<file path="config.mk">
export PLATFORM = sky130hd
export DESIGN_NAME = ram_arbiter
export DESIGN_NICKNAME = d
export VERILOG_FILES = /design/src/rtl/ram_arb_pkg.sv /design/src/rtl/ram_arbiter_rr.sv /design/src/rtl/ram_arbiter.sv
export SDC_FILE = /design/constraint.sdc
export NUM_CORES = 1
export LEC_CHECK = 0
export ABC_AREA = 1
export BUFFER_PORTS_ARGS = -buffer_cell sky130_fd_sc_hd__buf_4
export CORE_MARGIN = 8
export CORE_UTILIZATION = 40
export DETAILED_ROUTE_END_ITERATION = 7
export GPL_TIMING_DRIVEN = 0
export PLACE_DENSITY = 0.68
export SETUP_SLACK_MARGIN = 0.1
export SYNTH_ARGS = -nofsm -noshare
export SYNTH_HDL_FRONTEND = slang
export SYNTH_SLANG_ARGS = --single-unit
</file>
<file path="constraint.sdc">
create_clock -name clk -period 1.1 [get_ports clk]
set_input_delay 0.22 -clock clk [delete_from_list [all_inputs] [get_ports clk]]
set_output_delay 0.22 -clock clk [all_outputs]
set_load 0.005 [all_outputs]
</file>
<file path="src/rtl/ram_arb_pkg.sv">
// ram_arb_pkg: shared state encoding and RAM command opcodes for ram_arbiter.
// Rev 1.0
`default_nettype none

package ram_arb_pkg;

  typedef enum logic [2:0] {IDLE, ADDR, DATA, RD_WAIT, RESP} arb_state_e;

  localparam logic [1:0] CMD_WR_ADDR = 2'b00;
  localparam logic [1:0] CMD_WR_DATA = 2'b01;
  localparam logic [1:0] CMD_RD_ADDR = 2'b10;
  localparam logic [1:0] CMD_RD_DATA = 2'b11;

endpackage

`default_nettype wire

</file>
<file path="src/rtl/ram_arbiter_rr.sv">
// rr_arb2: two-way round-robin grant; the pointer moves to the loser on each accept.
// Rev 1.0
`default_nettype none

module rr_arb2 (
  input  logic       clk,
  input  logic       rst_n,
  input  logic [1:0] req,
  input  logic       en,
  output logic [1:0] grant
);

  logic rr;

  always_comb begin
    grant = req;
    if (req == 2'b11) grant = rr ? 2'b10 : 2'b01;
  end

  // Winner 0 hands priority to 1 and vice versa, so rr simply becomes grant[0].
  always_ff @(posedge clk or negedge rst_n) begin
    if (!rst_n)               rr <= 1'b0;
    else if (en && |grant)    rr <= grant[0];
  end

endmodule

`default_nettype wire

</file>
<file path="src/rtl/ram_arbiter.sv">
// ram_arbiter: round-robin arbiter that serialises two requesters' read/write
// transactions into command words for a single-port RAM. Rev 1.0
`default_nettype none

module ram_arbiter
  import ram_arb_pkg::*;
#(
  parameter int ADDR_SIZE = 8,
  parameter int TIMEOUT   = 15
) (
  input  logic                   clk,
  input  logic                   rst_n,
  input  logic [1:0]             req_valid,
  output logic [1:0]             req_ready,
  input  logic [1:0]             req_wr,
  input  logic [2*ADDR_SIZE-1:0] req_addr,
  input  logic [2*ADDR_SIZE-1:0] req_wdata,
  output logic [1:0]             rsp_valid,
  output logic [ADDR_SIZE-1:0]   rsp_rdata,
  output logic                   rsp_err,
  output logic [ADDR_SIZE+1:0]   ram_din,
  output logic                   ram_rx_valid,
  input  logic                   ram_tx_valid,
  input  logic [ADDR_SIZE-1:0]   ram_dout
);

  localparam int CW = $clog2(TIMEOUT + 1);

  arb_state_e           state;
  logic [1:0]           grant;
  logic                 accept;
  logic                 sel;
  logic                 wr_q;
  logic                 owner_q;
  logic [ADDR_SIZE-1:0] addr_q;
  logic [ADDR_SIZE-1:0] wdata_q;
  logic [ADDR_SIZE-1:0] sel_addr;
  logic [ADDR_SIZE-1:0] sel_wdata;
  logic [CW-1:0]        cnt;

  assign accept    = (state == IDLE) && (|req_valid);
  assign req_ready = (state == IDLE) ? grant : 2'b00;
  assign sel       = grant[1];
  assign sel_addr  = sel ? req_addr[2*ADDR_SIZE-1:ADDR_SIZE]  : req_addr[ADDR_SIZE-1:0];
  assign sel_wdata = sel ? req_wdata[2*ADDR_SIZE-1:ADDR_SIZE] : req_wdata[ADDR_SIZE-1:0];

  rr_arb2 u_rr (
    .clk   (clk),
    .rst_n (rst_n),
    .req   (req_valid),
    .en    (accept),
    .grant (grant)
  );

  // Outputs are loaded on the transition into the state that presents them.
  always_ff @(posedge clk or negedge rst_n) begin
    if (!rst_n) begin
      state        <= IDLE;
      wr_q         <= 1'b0;
      owner_q      <= 1'b0;
      addr_q       <= '0;
      wdata_q      <= '0;
      cnt          <= '0;
      ram_din      <= '0;
      ram_rx_valid <= 1'b0;
      rsp_valid    <= 2'b00;
      rsp_rdata    <= '0;
      rsp_err      <= 1'b0;
    end else begin
      ram_din      <= '0;
      ram_rx_valid <= 1'b0;
      rsp_valid    <= 2'b00;
      rsp_rdata    <= '0;
      rsp_err      <= 1'b0;
      case (state)
        IDLE: begin
          if (accept) begin
            owner_q      <= sel;
            wr_q         <= req_wr[sel];
            addr_q       <= sel_addr;
            wdata_q      <= sel_wdata;
            ram_din      <= {(req_wr[sel] ? CMD_WR_ADDR : CMD_RD_ADDR), sel_addr};
            ram_rx_valid <= 1'b1;
            state        <= ADDR;
          end
        end
        ADDR: begin
          ram_din      <= {(wr_q ? CMD_WR_DATA : CMD_RD_DATA), (wr_q ? wdata_q : '0)};
          ram_rx_valid <= 1'b1;
          state        <= DATA;
        end
        DATA: begin
          if (wr_q) begin
            rsp_valid <= {owner_q, ~owner_q};
            state     <= RESP;
          end else begin
            cnt   <= '0;
            state <= RD_WAIT;
          end
        end
        RD_WAIT: begin
          if (ram_tx_valid) begin
            rsp_valid <= {owner_q, ~owner_q};
            rsp_rdata <= ram_dout;
            state     <= RESP;
          end else begin
            cnt <= cnt + 1'b1;
            if (cnt == CW'(TIMEOUT - 1)) begin
              rsp_valid <= {owner_q, ~owner_q};
              rsp_err   <= 1'b1;
              state     <= RESP;
            end
          end
        end
        RESP:    state <= IDLE;
        default: state <= IDLE;
      endcase
    end
  end

endmodule

`default_nettype wire
</file>
Yosys cells after proc, flatten, opt, wreduce, memory -nomap -nowiden
Index checks and enable logic that the tools add are counted.
{"block": "classes", "n_lt_le_gt_ge": 1, "bitwise": 1, "reduce_logical": 9, "n_addsub": 1, "eq_ne": 9, "n_mux": 31}
{"operator": "2-to-1 mux 8 bit", "n": 5}
{"operator": "one-hot mux 10 bit (2 select lines)", "n": 1}
{"operator": "2-to-1 mux 2 bit", "n": 8}
{"operator": "2-to-1 mux 3 bit", "n": 4}
{"operator": "one-hot mux 3 bit (4 select lines)", "n": 1}
{"operator": "2-to-1 mux 10 bit", "n": 1}
{"operator": "2-to-1 mux 4 bit", "n": 2}
{"operator": "one-hot mux 4 bit (2 select lines)", "n": 1}
{"operator": "equality test 3 x 2 -> 1 bit, second input constant", "n": 2}
{"operator": "2-to-1 mux 1 bit", "n": 6}
{"operator": "adder 4 x 1 -> 4 bit, second input constant", "n": 1}
{"operator": "equality test 4 bit, second input constant", "n": 1}
{"operator": "inequality test 2 bit, second input constant", "n": 2}
{"operator": "one-hot mux 2 bit (2 select lines)", "n": 1}
{"operator": "AND reduction 2 bit", "n": 2}
{"operator": "OR reduction 2 bit", "n": 2}
{"operator": "equality test 3 x 1 -> 1 bit, second input constant", "n": 1}
{"operator": "zero test 3 bit", "n": 1}
{"operator": "inequality test 3 bit, second input constant", "n": 1}
{"operator": "AND reduction 3 bit", "n": 1}
{"operator": "equality test 2 bit, second input constant", "n": 1}
{"operator": "logical AND 1 bit", "n": 2}
{"operator": "less-than comparator 1 x 2 -> 1 bit, second input constant", "n": 1}
{"operator": "inequality test 2 x 1 -> 1 bit, second input constant", "n": 1}
{"operator": "3 further kinds", "n": 3}
{"block": "totals", "inputBits": 47, "regBits": 40, "word_cells": 63, "output_inout_bits": 24}

Depth between registers and ports, before layout
{"block": "logic_depth", "depth_word": 7, "depth_mapped": 7, "depth_no_buf": 7}

Modules after synthesis
Synthesis repeated with hierarchy kept, for this count alone.
{"block": "unflattened", "cells_unflattened": 237, "hier_area_um2": 1853.0}
{"module": "ram_arbiter", "area_each_um2": 1793.0, "cells_per_inst": 229, "seq_area_each_um2": 975.9, "instances": 1}
{"module": "rr_arb2", "area_each_um2": 60.1, "cells_per_inst": 8, "seq_area_each_um2": 25.0, "instances": 1}

Least setup slack after synthesis
No wires, ideal clock.
{"block": "synth_timing", "path_type": "flip-flop to output port", "start": "register state[1]", "end": "output req_ready[0]", "path_stages_with_launch": 7, "arrival_ps": 952, "required_ps": 880, "n_path_buf": 1, "setup_slack_ps": -72, "path_cell_list": "dfrtp_1 nor2_2 nand2_2 nor2_4 buf_6 nand2_1 inv_1"}
{"block": "synth_between", "elab_chain_cells": 2}
{"element": "from (decl)", "line": "ram_arbiter.sv:29", "rtl": "arb_state_e state;"}
{"element": "from (signal assigned)", "line": "ram_arbiter.sv:58", "rtl": "state <= IDLE;"}
{"element": "from (signal assigned)", "line": "ram_arbiter.sv:84", "rtl": "state <= ADDR;"}
{"element": "from (signal assigned)", "line": "ram_arbiter.sv:90", "rtl": "state <= DATA;"}
{"element": "zero test 3 bit", "line": "ram_arbiter.sv:42", "rtl": "assign req_ready = (state == IDLE) ? grant : 2'b00;"}
{"element": "2-to-1 mux 2 bit", "line": "ram_arbiter.sv:42"}
{"element": "to (decl)", "line": "ram_arbiter.sv:14", "rtl": "output logic [1:0] req_ready,"}
Every way passes these cells.

Final worst setup path
{"block": "layout_timing", "start": "register state[2]", "end": "output req_ready[0]"}
The elaborated chain is that of the path after synthesis.

==> metrics.md <==
| Metric | Value |
|---|---|
| Final WS setup | -464.8 ps |
| RSZ-0062 raised after global routing | true |
| Slew @ Worst Pin | 504.6 ps |
| Met3 wire len | 448 um |
| Pwr Density | 2290 nW/um^2 |
| Largest net degree at the start of global routing | 41 |
| # port buffers | 69 |
| Detailed Place HPWL | 3.662 mm |
| Syn Std Cell Area | 1916 um^2 |
| Post-synth cell types | 21 |
| Sequential element share of the synthesized area | 0.5225 |
| Final Max Tran Viols | 0 |
| Met2 Wirelength | 3.047 mm |
| Drt first pass iters | 4 |
| Num CTS Buffers | 5 |
| First-pass GRT wire length | 8.742 mm |
| Total number of vias | 1846 |
| Mean Syn Cell Area | 8.257 um^2 |
| Ys flop type | dfrtp_1 |
| Failing checks | setup timing |
| Period utilisation layout | 1.423 |
| Synth top cells by count | nand2_1, dfrtp_1, nor2_1 |
| Post-synth EDFFs | 0 |
| DR top layer | met4 |
| Starting Density | 0.4110 |
| Placed Cells | 355 |
| Max Root-Sink Buffers | 2 |
| Max-capacitance violation count | 0 |
| Initial antenna violation count | 0 |
| Area leader, netlist | dfrtp_1 |
| Sequential Power Share | 0.308 |
| Root Buffer | clkbuf_8 |
| Site Rows | 25 |
| Die area | 7259 um^2 |
| Psw | 2.689 mW |
| Area of placed instances | 2549 um^2 |
| Critical Path Start Type | register |
| Crit-path max FO | 2 |
| ANT nets after route | 0 |
| CTS Sinks | 40 |
| VDD IR max | 0.0009606 V |
| Comb power frac | 0.549 |
| Layout cells sized above 1 | 0.5463 |
| WL final | 5.805 mm |
| Critical path class | register to primary output |
| Most frequent cell after synthesis | nand2_1 |
| Worst-path clk slew | 70 ps |
| Yosys warns | 0 |
| Setup-violating endpoint count in the final report | 32 |
| Nets | 384 |
| Internal Dissipation | 4.701 mW |
| Headroom to the max-slew limit | 0.6636 |
| Clock latency on the worst-skew pair | 290 ps |
| DRT iter0 DRCs | 93 |
| WP data arrival | 1340 ps |
| Mapped Nets | 281 |
| Overflow after GRT | 0 |
| Period minus WS final | 1565 ps |
| Non-filler cells, final | 389 |
| Top post-synthesis cells by area | dfrtp_1, nand2_1, nor2_1, o21ai_2, inv_1 |
| Die height | 85.20 um |
| F_max | 639.1 MHz |
| WHS Path Cells | 3 |
| Static leakage | 1.679 nW |
| Post-synth top area share | 0.5225 |
| DRC viols | 0 |
| Cell count after synthesis | 232 |
| Gr usage total | 0.1519 |
| Worst EP required | 880 ps |
| DR WL/cell | 14.92 um |
| CTS tree | done |
| Async SR Flop Fraction | 1.000 |
| Final Skew | 7.848 ps |
| Outcome | finished with violations |
| Tot Pwr | 7.390 mW |
| CTS H-tree lvls | 2 |
| Die Span X | 85.20 um |
| Vias in the first global route | 1932 |
| Core Area | 4661 um^2 |
| Worst min path class | primary input to register |
| Post-synthesis register bit count | 40 |
| Ports | 71 |
| Switching share of power | 0.3639 |
| Post-Route M1 WL | 2.227 mm |
| R2R depth | 9 |
| Setup crit end kind | primary output |
| R2r setup slk | -320 ps |
| Area growth syn-to-layout | 68.45% |
| Clock power share | 0.142 |
| Final hold violations | 0 |
| Final Cell Area | 3227 um^2 |
| Antenna cell count | 0 |
| DR vias/cell | 4.746 |
| Final GP Congestion | 0.7559 |
cell type report:
type / instances / area, um^2
multi-input combinational: 154 / 939.7
clock buffer: 7 / 96.34
inverter: 29 / 121.4
tap: 54 / 67.56
buffer: 9 / 96.34
sequential: 40 / 1002
fill: 375 / 1434
timing repair buffer: 96 / 903.4
state kept, by name (all words and copies together) (netlist names), 2 cells and up:
register   cells
rsp_rdata      8
cnt            4
ram_din       10
rsp_valid      2
state          3
wdata_q        8
kinds of logic (layout without fill, tap and decap cells):
group | count (synthesis) | after routing | synth area share
compound gates | 23 | 23 | 0.09210
buf+inv | 38 | 141 | 0.09471
xor+xnor | 1 | 1 | 0.004573
simple gates | 128 | 128 | 0.2730
flops | 40 | 40 | 0.5225
fa+ha+maj | 2 | 2 | 0.01306
stage by stage:
| stage | TNS [ps] | setup slack (ps) | hold WS, ps | utilization |
|---|---|---|---|---|
| final | -6520 | -464.8 | 165.7 | 0.6923 |
| after global routing | -8656 | -530.3 | 156.7 | 0.6923 |
| after CTS | -5212 | -473.5 | 152.7 | 0.6384 |
| after detailed placement | -2878 | -262.5 | 225.1 | 0.5468 |
| after global placement | -2206 | -245.7 | 224.4 | 0.5468 |
| after floorplan | -72.52 | -68.67 | -75.59 | - |
path summary, 6_finish.rpt:
check | end | startpoint
max | req_ready[0] | state[2]
min | rsp_rdata[6] | ram_dout[6]
max reg2reg | wdata_q[0] | state[2]
min reg2reg | rsp_valid[0] | owner_q
max in group asynchronous | cnt[1] | rst_n
min in group asynchronous | cnt[2] | rst_n
per-layer routing:
layer / vias to the layer above / global-route usage
li1: 910 / -
met2: 72 / 0.2599
met4: 0 / 0.06149
met5: - / 0
met1: 852 / 0.1619
met3: 12 / 0.06178
power by group through the flow:
stage               logic [mW]  registers [mW]  clock network [mW]
finish                    4.06            2.28                1.05
global route              4.37            2.34                1.12
CTS                       3.28            2.27                1.06
detailed placement        2.42            2.26                   0
global placement          2.35            2.25                   0
floorplan                 1.48            2.24                   0
worst max-delay path, cell delays in order (launching register included):
cell and delay, ps:
dfrtp_1 400, nor2_2 150, nand2_2 90, nor2_4 110, buf_6 120, nand2_4 40, inv_2 60, buf_6 80
timing repair:
| item | CTS | global route |
|---|---|---|
| buffers inserted | 15 | 8 |
| endpoints found under the setup margin | 63 | 56 |
| endpoints found under the hold margin | 40 | 0 |
| pin swaps | 13 | 13 |
| hold buffers | 1 | 0 |
| gates resized for setup | 51 | 43 |
| cloned | 1 | 2 |
cells in the final DEF, fill, tap and decap left out, types with 2 or more instances in the layout:
cell type / instances
o21ai_1: 2
nand2_1: 51
nor2_1: 22
buf_4: 63
buf_2: 2
nor2_4: 4
nand3_2: 3
nand2_4: 5
nand2_2: 17
nand4_1: 2
nand3_1: 10
buf_6: 31
o21ai_2: 17
buf_8: 4
nor2_2: 11
inv_1: 21
nand3_4: 3
clkbuf_16: 2
inv_4: 3
dfrtp_1: 39
clkbuf_8: 7
inv_2: 4
Note: power is estimated with default switching activity, not from simulation.
